### src/rtl/pipeline_ctrl_if.sv
// Pipeline control bundle: hazard/busy inputs towards the controller and the
// per-stage write-enable / flush / fetch-kill controls coming back out of it.
interface pipeline_ctrl_if;
    logic load_use_haz;
    logic control_haz;
    logic imem_busy;
    logic dmem_busy;
    logic pc_we;
    logic if_de_we;
    logic if_de_flush;
    logic de_ex_we;
    logic de_ex_flush;
    logic ex_mem_we;
    logic mem_wb_we;
    logic mem_wb_flush;
    logic fetch_kill;

    // Pipeline side: reports hazards and memory status, obeys the controls.
    modport master (
        output load_use_haz, control_haz, imem_busy, dmem_busy,
        input  pc_we, if_de_we, if_de_flush, de_ex_we, de_ex_flush,
               ex_mem_we, mem_wb_we, mem_wb_flush, fetch_kill
    );

    // Controller side.
    modport slave (
        input  load_use_haz, control_haz, imem_busy, dmem_busy,
        output pc_we, if_de_we, if_de_flush, de_ex_we, de_ex_flush,
               ex_mem_we, mem_wb_we, mem_wb_flush, fetch_kill
    );
endinterface

### src/rtl/pipeline_ctrl.sv
// Pipeline stall/flush controller: resolves hazards and memory waits into
// per-stage enables and NOP loads, tracks killed in-flight fetches (IKILL),
// counts stall/flush cycles and flags a hung memory handshake.
module pipeline_ctrl #(
    parameter int CW      = 16,
    parameter int TIMEOUT = 1024
) (
    input  logic          clk,
    input  logic          rst_n,
    pipeline_ctrl_if.slave bus,
    output logic          ikill,
    output logic [CW-1:0] stall_cnt,
    output logic [CW-1:0] flush_cnt,
    output logic          timeout_err
);
    typedef enum logic {RUN = 1'b0, IKILL = 1'b1} state_t;

    localparam logic [15:0] BUSY_LAST = 16'(TIMEOUT - 1);

    state_t      state_reg, state_next;
    logic [15:0] busy_cnt_reg, busy_cnt_next;
    logic        timeout_err_reg;

    logic ctl_pc_we, ctl_if_de_we, ctl_if_de_flush, ctl_de_ex_we, ctl_de_ex_flush;
    logic ctl_ex_mem_we, ctl_mem_wb_we, ctl_mem_wb_flush, ctl_fetch_kill;
    logic redirect_fire;
    logic mem_busy;

    assign mem_busy = bus.imem_busy | bus.dmem_busy;

    // State register; IKILL means a fetch issued before a redirect is still outstanding.
    always_ff @(posedge clk or negedge rst_n) begin
        if (!rst_n) state_reg <= RUN;
        else        state_reg <= state_next;
    end

    // Priority resolution of controls and next state (dmem wait > redirect > load-use > fetch wait).
    always_comb begin
        ctl_pc_we        = 1'b1;
        ctl_if_de_we     = 1'b1;
        ctl_if_de_flush  = 1'b0;
        ctl_de_ex_we     = 1'b1;
        ctl_de_ex_flush  = 1'b0;
        ctl_ex_mem_we    = 1'b1;
        ctl_mem_wb_we    = 1'b1;
        ctl_mem_wb_flush = 1'b0;
        ctl_fetch_kill   = 1'b0;
        redirect_fire    = 1'b0;
        state_next       = state_reg;

        if (bus.dmem_busy) begin
            // Everything upstream of MEM freezes; a bubble drains into WB.
            // IKILL is held here even if the killed fetch returns now.
            ctl_pc_we        = 1'b0;
            ctl_if_de_we     = 1'b0;
            ctl_de_ex_we     = 1'b0;
            ctl_ex_mem_we    = 1'b0;
            ctl_mem_wb_flush = 1'b1;
        end else if (bus.control_haz) begin
            redirect_fire   = 1'b1;
            ctl_if_de_flush = 1'b1;
            ctl_de_ex_flush = 1'b1;
            if (bus.imem_busy || state_reg == IKILL) begin
                ctl_fetch_kill = 1'b1;
                state_next     = IKILL;
            end else begin
                state_next     = RUN;
            end
        end else begin
            if (bus.load_use_haz) begin
                ctl_pc_we       = 1'b0;
                ctl_if_de_we    = 1'b0;
                ctl_de_ex_flush = 1'b1;
            end else if (bus.imem_busy || state_reg == IKILL) begin
                // Hold the PC and keep IF/DE empty until a usable fetch lands.
                ctl_pc_we       = 1'b0;
                ctl_if_de_flush = 1'b1;
            end
            // The killed fetch retires on the first non-busy cycle.
            if (state_reg == IKILL && !bus.imem_busy) state_next = RUN;
        end
    end

    // Controls are forced inactive while reset is asserted.
    assign bus.pc_we        = rst_n & ctl_pc_we;
    assign bus.if_de_we     = rst_n & ctl_if_de_we;
    assign bus.if_de_flush  = rst_n & ctl_if_de_flush;
    assign bus.de_ex_we     = rst_n & ctl_de_ex_we;
    assign bus.de_ex_flush  = rst_n & ctl_de_ex_flush;
    assign bus.ex_mem_we    = rst_n & ctl_ex_mem_we;
    assign bus.mem_wb_we    = rst_n & ctl_mem_wb_we;
    assign bus.mem_wb_flush = rst_n & ctl_mem_wb_flush;
    assign bus.fetch_kill   = rst_n & ctl_fetch_kill;
    assign ikill            = (state_reg == IKILL);

    // Consecutive-busy counter, saturating at the timeout threshold.
    always_comb begin
        busy_cnt_next = busy_cnt_reg;
        if (!mem_busy)                      busy_cnt_next = '0;
        else if (busy_cnt_reg != BUSY_LAST) busy_cnt_next = busy_cnt_reg + 16'd1;
    end

    // Watchdog registers; the error is sticky until reset.
    always_ff @(posedge clk or negedge rst_n) begin
        if (!rst_n) begin
            busy_cnt_reg    <= '0;
            timeout_err_reg <= 1'b0;
        end else begin
            busy_cnt_reg <= busy_cnt_next;
            if (mem_busy && busy_cnt_reg == BUSY_LAST) timeout_err_reg <= 1'b1;
        end
    end

    assign timeout_err = timeout_err_reg;

    // Saturating performance counters: [0] stall cycles, [1] redirect flushes.
    logic [1:0]    cnt_inc;
    logic [CW-1:0] cnt_reg [2];

    assign cnt_inc[0] = ~ctl_pc_we;
    assign cnt_inc[1] = redirect_fire;

    generate
        for (genvar gi = 0; gi < 2; gi++) begin : g_perf_cnt
            // Count up on the event, stick at all ones.
            always_ff @(posedge clk or negedge rst_n) begin
                if (!rst_n)
                    cnt_reg[gi] <= '0;
                else if (cnt_inc[gi] && cnt_reg[gi] != {CW{1'b1}})
                    cnt_reg[gi] <= cnt_reg[gi] + 1'b1;
            end
        end
    endgenerate

    assign stall_cnt = cnt_reg[0];
    assign flush_cnt = cnt_reg[1];
endmodule

### src/flat_wrapper.sv
// flat-port wrapper written by rule: the top's interface ports become plain ports
module pipeline_ctrl_flat 
#(
    parameter int CW      = 16,
    parameter int TIMEOUT = 1024
)
  (clk, rst_n, ikill, stall_cnt, flush_cnt, timeout_err, bus_load_use_haz, bus_control_haz, bus_imem_busy, bus_dmem_busy, bus_pc_we, bus_if_de_we, bus_if_de_flush, bus_de_ex_we, bus_de_ex_flush, bus_ex_mem_we, bus_mem_wb_we, bus_mem_wb_flush, bus_fetch_kill);
  pipeline_ctrl_if bus_i ();
  input  logic clk;
  input  logic rst_n;
  output logic ikill;
  output logic [CW-1:0] stall_cnt;
  output logic [CW-1:0] flush_cnt;
  output logic timeout_err;
  input wire logic [$bits(bus_i.load_use_haz)-1:0] bus_load_use_haz;
  input wire logic [$bits(bus_i.control_haz)-1:0] bus_control_haz;
  input wire logic [$bits(bus_i.imem_busy)-1:0] bus_imem_busy;
  input wire logic [$bits(bus_i.dmem_busy)-1:0] bus_dmem_busy;
  output wire logic [$bits(bus_i.pc_we)-1:0] bus_pc_we;
  output wire logic [$bits(bus_i.if_de_we)-1:0] bus_if_de_we;
  output wire logic [$bits(bus_i.if_de_flush)-1:0] bus_if_de_flush;
  output wire logic [$bits(bus_i.de_ex_we)-1:0] bus_de_ex_we;
  output wire logic [$bits(bus_i.de_ex_flush)-1:0] bus_de_ex_flush;
  output wire logic [$bits(bus_i.ex_mem_we)-1:0] bus_ex_mem_we;
  output wire logic [$bits(bus_i.mem_wb_we)-1:0] bus_mem_wb_we;
  output wire logic [$bits(bus_i.mem_wb_flush)-1:0] bus_mem_wb_flush;
  output wire logic [$bits(bus_i.fetch_kill)-1:0] bus_fetch_kill;
  assign bus_i.load_use_haz = bus_load_use_haz;
  assign bus_i.control_haz = bus_control_haz;
  assign bus_i.imem_busy = bus_imem_busy;
  assign bus_i.dmem_busy = bus_dmem_busy;
  assign bus_pc_we = bus_i.pc_we;
  assign bus_if_de_we = bus_i.if_de_we;
  assign bus_if_de_flush = bus_i.if_de_flush;
  assign bus_de_ex_we = bus_i.de_ex_we;
  assign bus_de_ex_flush = bus_i.de_ex_flush;
  assign bus_ex_mem_we = bus_i.ex_mem_we;
  assign bus_mem_wb_we = bus_i.mem_wb_we;
  assign bus_mem_wb_flush = bus_i.mem_wb_flush;
  assign bus_fetch_kill = bus_i.fetch_kill;
  pipeline_ctrl #(.CW(CW), .TIMEOUT(TIMEOUT)) u_core (.clk(clk), .rst_n(rst_n), .bus(bus_i), .ikill(ikill), .stall_cnt(stall_cnt), .flush_cnt(flush_cnt), .timeout_err(timeout_err));
endmodule
### config.mk
export PLATFORM = sky130hd
export DESIGN_NAME = pipeline_ctrl_flat
export DESIGN_NICKNAME = d
export VERILOG_FILES = /design/src/rtl/pipeline_ctrl_if.sv /design/src/rtl/pipeline_ctrl.sv /design/src/flat_wrapper.sv
export SDC_FILE = /design/constraint.sdc
export NUM_CORES = 1
export LEC_CHECK = 0
export CAP_MARGIN = 20
export CORE_ASPECT_RATIO = 0.9
export CORE_MARGIN = 4
export CORE_UTILIZATION = 40
export DETAILED_ROUTE_END_ITERATION = 6
export GPL_ROUTABILITY_DRIVEN = 0
export PLACE_DENSITY = 0.7
export SLEW_MARGIN = 20
export SYNTH_ARGS = -nofsm -noshare
export SYNTH_HDL_FRONTEND = slang
export SYNTH_SLANG_ARGS = --single-unit
### constraint.sdc
create_clock -name clk -period 3.5 [get_ports clk]
set_input_delay 0.875 -clock clk [delete_from_list [all_inputs] [get_ports clk]]
set_output_delay 0.875 -clock clk [all_outputs]
set_load 0.005 [all_outputs]
# == After elaboration in Yosys (flattened, before gate mapping) ==
# Index checks and enable logic that the tools add are counted.
# classes
n_bitwise,10
reduce_logical,8
mux,24
n_shift,0
div_mod_pow,0
eq_ne,5
mul,0
addsub,3
magnitude_cmp,0
# ops
cell,n
adder 16 x 1 -> 16 bit (second input constant),3
2-to-1 mux 16 bit,2
inequality test 16 bit (second input constant),2
2-to-1 mux 1 bit,22
equality test 16 x 10 -> 1 bit (second input constant),1
inequality test 16 x 10 -> 1 bit (second input constant),1
AND 1 bit,7
logical AND 1 bit,4
inequality test 2 bit (second input constant),1
inverter 1 bit,2
AND reduction 2 bit,1
nonzero test 2 bit,1
logical NOT 1 bit,1
logical OR 1 bit,1
bitwise OR 1 bit,1
# word_totals
rom_bits,0
in_bits,6
register_bits,50
mem_count,0
word_cells,55
ramBits,0
latchBits,0

# == Depth between registers and ports, before layout ==
# depth
ltp_word,7
ltp_mapped,6

# == Least setup slack after synthesis ==
# No wires, ideal clock.
# synth_timing
path_type,input to output
start,input bus_dmem_busy
end,output bus_pc_we
path_buffers,1
required_ns,2.625
arrival_time_ns,1.517
slack_ns,1.108
path_stages,4
cell_sequence,nand2b_1 > clkbuf_1 > o21ai_0 > and2_1
# synth_between
elab_chain_cells,2
# synth_rtl
element,line,text
from (decl),flat_wrapper.sv:18,input wire logic [$bits(bus_i.dmem_busy)-1:0] bus_dmem_busy;
2-to-1 mux 1 bit,pipeline_ctrl.sv:51,if (bus.dmem_busy) begin
AND 1 bit,pipeline_ctrl.sv:85,assign bus.pc_we = rst_n & ctl_pc_we;
to (decl),flat_wrapper.sv:19,output wire logic [$bits(bus_i.pc_we)-1:0] bus_pc_we;
# Every way passes these cells.

# == Worst setup path in the final report ==
# layout_timing
start,input bus_dmem_busy
end,output bus_if_de_flush
# layout_between
elab_chain_cells,2
# layout_rtl
element,line,text
2-to-1 mux 1 bit,pipeline_ctrl.sv:51,
AND 1 bit,pipeline_ctrl.sv:87,assign bus.if_de_flush = rst_n & ctl_if_de_flush;
to (decl),flat_wrapper.sv:21,output wire logic [$bits(bus_i.if_de_flush)-1:0] bus_if_de_flush;
# Every way passes these cells.

==> out/metrics.cfg <==
[status]
outcome = complete, no violations

[worst_setup_path]
worstSetupStartpointType = input pin
cp.required_ns = 2.62
rrSetupSlack_ns = 1.35
path_class = input pin to output port
startpoint = bus_dmem_busy
cp-end-kind = output port
r2r_start = u_core.flush_cnt[0]
cp.arrival_ns = 2.41
rr_worst_depth = 5
path_max_fanout = 3
r2r-end = u_core.flush_cnt[1]

[sta]
fin_skew_ns = 0.00655
maxSlewViolCount = 0
fin_crit_sh_pct = 93.9
setup_tns_ns = 0
worst_slack_ns = 0.213
fin_crit_ns = 3.29
finalSetupViolCount = 0
relSlewSlack_pct = 51.7
worst_slew_pin_slew_ns = 0.722
clock.fmax_ghz = 0.304
hold_viol_final = 0
rsz0062_at_grt = no

[synth]
synth_area_leader_cell = dfrtp_1
syn_area_per_cell_um2 = 9.81
syn_inst = 268
yosys-top-cells-count = 50 x dfrtp_1, 29 x xor2_1, 26 x nand2_1
synth-seq-cells = 50
synth_top_flop_cell = dfrtp_1
yosys_warnings = 0
syn_area_um2 = 2630
yosysMostFrequentCell = dfrtp_1
ys_seq_area_share_pct = 47.6
synthArstFlopShare_pct = 100
synth.distinct_cells = 42
synth_top_area_share_pct = 47.6
synth_area_leaders = dfrtp_1 48%, xor2_1 9.7%, nand2_1 3.7%, nand3_1 3.0%, nand4_1 2.9%
synth.net_count = 277
synth_edf_count = 0

[grt]
grt_max_degree = 35
grt-ovfl-total = 0
grt_pass1_vias = 2149
antenna_found_initial = 0
grt_pass1_wl_um = 10100
grt_usage_pct = 15.4

[detailed_routing]
wl_per_cell_um = 14.1
post-route-drc-count = 0
final_antenna_net_count = 0
via_per_inst = 5.46
drt-pass1-iter-count = 4
wl_um = 5710
drtIter0Drc = 119
vias = 2211

[min_path]
hold_depth = 1
hold-path-endpoint = u_core.timeout_err
hold_class = register to register
min_from = u_core.timeout_err

[floorplanning]
start_util_pct = 42.1
num_rows = 27
die_h_um = 84.9
core_um2 = 6250
die_w_um = 93.5
io_pins = 49
die_area_um2 = 7940

[layout]
drive_above_1_share_pct = 5.97
nNetsFinal = 326
areaGrowthSynthToFinish_pct = 26.4
n_fill_cell = 549
diodes = 0
layout.cells.non_filler = 405

[clock_network]
htree_levels = 2
clk_latency_ns = 0.31
post_cts_buffers = 0
post_cts_resize_count = 0
clock-sinks = 50
path_clk_slew_ns = 0.09
cts_made_buffers = 5
cts_tree = built
root_buffer = clkbuf_8
ctsHoldBuffers = 0
clockBufferDepth = 2

[place]
dp_cells = 397
port_buffers = 48
place_ws_ns = 0.232
dpl.hpwl_um = 4150

[pwr]
combPwrFrac_pct = 29.4
intPower_mw = 1.25
seqPwrFrac_pct = 47.8
powerDensity_nw_per_um2 = 554
totalPowerFinal_mw = 1.84
p_clk_share_pct = 22.8
p_switching_uw = 594
leakage_nw = 1.35
peakVddDrop_mv = 0.326
sw_frac_of_total_pct = 32.3

[job]
maxCapViolations = 0

## cell usage in the layout, fill, tap and decap left out, types with 5 or more instances in the layout
master           count
clkbuf_8             5
xor2_1              29
nand2_1             26
buf_4                7
o21ai_0              7
or4_1                5
o21ai_1              6
nor2_1              12
nand4_1             12
nor4_1               7
dfrtp_1             50
nand3_1             16
nor3_1              13
a211oi_1             8
a21oi_1             12
clkdlybuf4s50_1     47
## worst max-delay path by stage
| stage | endpoint | cells after the start | slack, ns |
|---|---|---|---|
| 5_1_grt | bus_if_de_flush | 5 | 0.13 |
| 4_1_cts | bus_if_de_flush | 5 | 0.20 |
| 2_1_floorplan | bus_pc_we | 4 | 1.11 |
| 3_3_place_gp | bus_if_de_flush | 5 | 0.26 |
| 6_report | bus_if_de_flush | 5 | 0.21 |
| 3_5_place_dp | bus_if_de_flush | 5 | 0.23 |
## final cells by class
| class | instances | area (µm²) | area share (%) |
|---|---|---|---|
| multi-input cells | 201 | 1300 | 39.2 |
| inverters | 4 | 15.0 | 0.452 |
| clock inverters | 3 | 47.5 | 1.43 |
| repair buffers | 55 | 528 | 15.9 |
| clock buffers | 5 | 68.8 | 2.07 |
| flip-flops and latches | 50 | 1250 | 37.7 |
| well taps | 87 | 109 | 3.28 |
## power groups by stage
stage / Combinational, mW / Clock (mW) / Sequential (mW)
2_1_floorplan: 0.231 / 0 / 0.868
3_3_place_gp: 0.539 / 0 / 0.887
3_5_place_dp: 0.549 / 0 / 0.885
4_1_cts: 0.552 / 0.434 / 0.881
5_1_grt: 0.601 / 0.453 / 0.909
6_report: 0.541 / 0.420 / 0.880
## cell families after synthesis
kind of cell,count (synthesis),share of synthesized area [%]
AND/OR/NAND/NOR,119,24.7
AO/OA/AOI/OAI,45,11.8
multiplexers,4,1.67
flip-flops,50,47.6
adder cells (fa/ha/maj),3,1.43
XOR/XNOR,30,9.99
buffers and inverters,17,2.85
## per-layer routing
| layer | up-vias | routed length [µm] | global-route usage (%) |
|---|---|---|---|
| li1 | 1074 | - | - |
| met1 | 1075 | 2830 | 22.6 |
| met2 | 50 | 2480 | 21.9 |
| met3 | 12 | 286 | 4.17 |
| met4 | 0 | 116 | 5.33 |
| met5 | - | 0 | 0 |
## worst max-delay path, stage by stage
cell,delay [ns]
clkdlybuf4s50_1,0.46
nand2b_1,0.20
a21oi_1,0.20
o31a_1,0.17
clkdlybuf4s50_1,0.50
## metrics by stage
step	utilization, %	hold WS [ns]	instance area, µm²
finish	53.2	0.482	3320
global route	53.2	0.519	3320
CTS	53.2	0.480	3320
detailed placement	51.3	0.456	3210
global placement	51.3	0.456	3210
floorplan	-	0.459	2630
(Power assumes the default switching activity.)
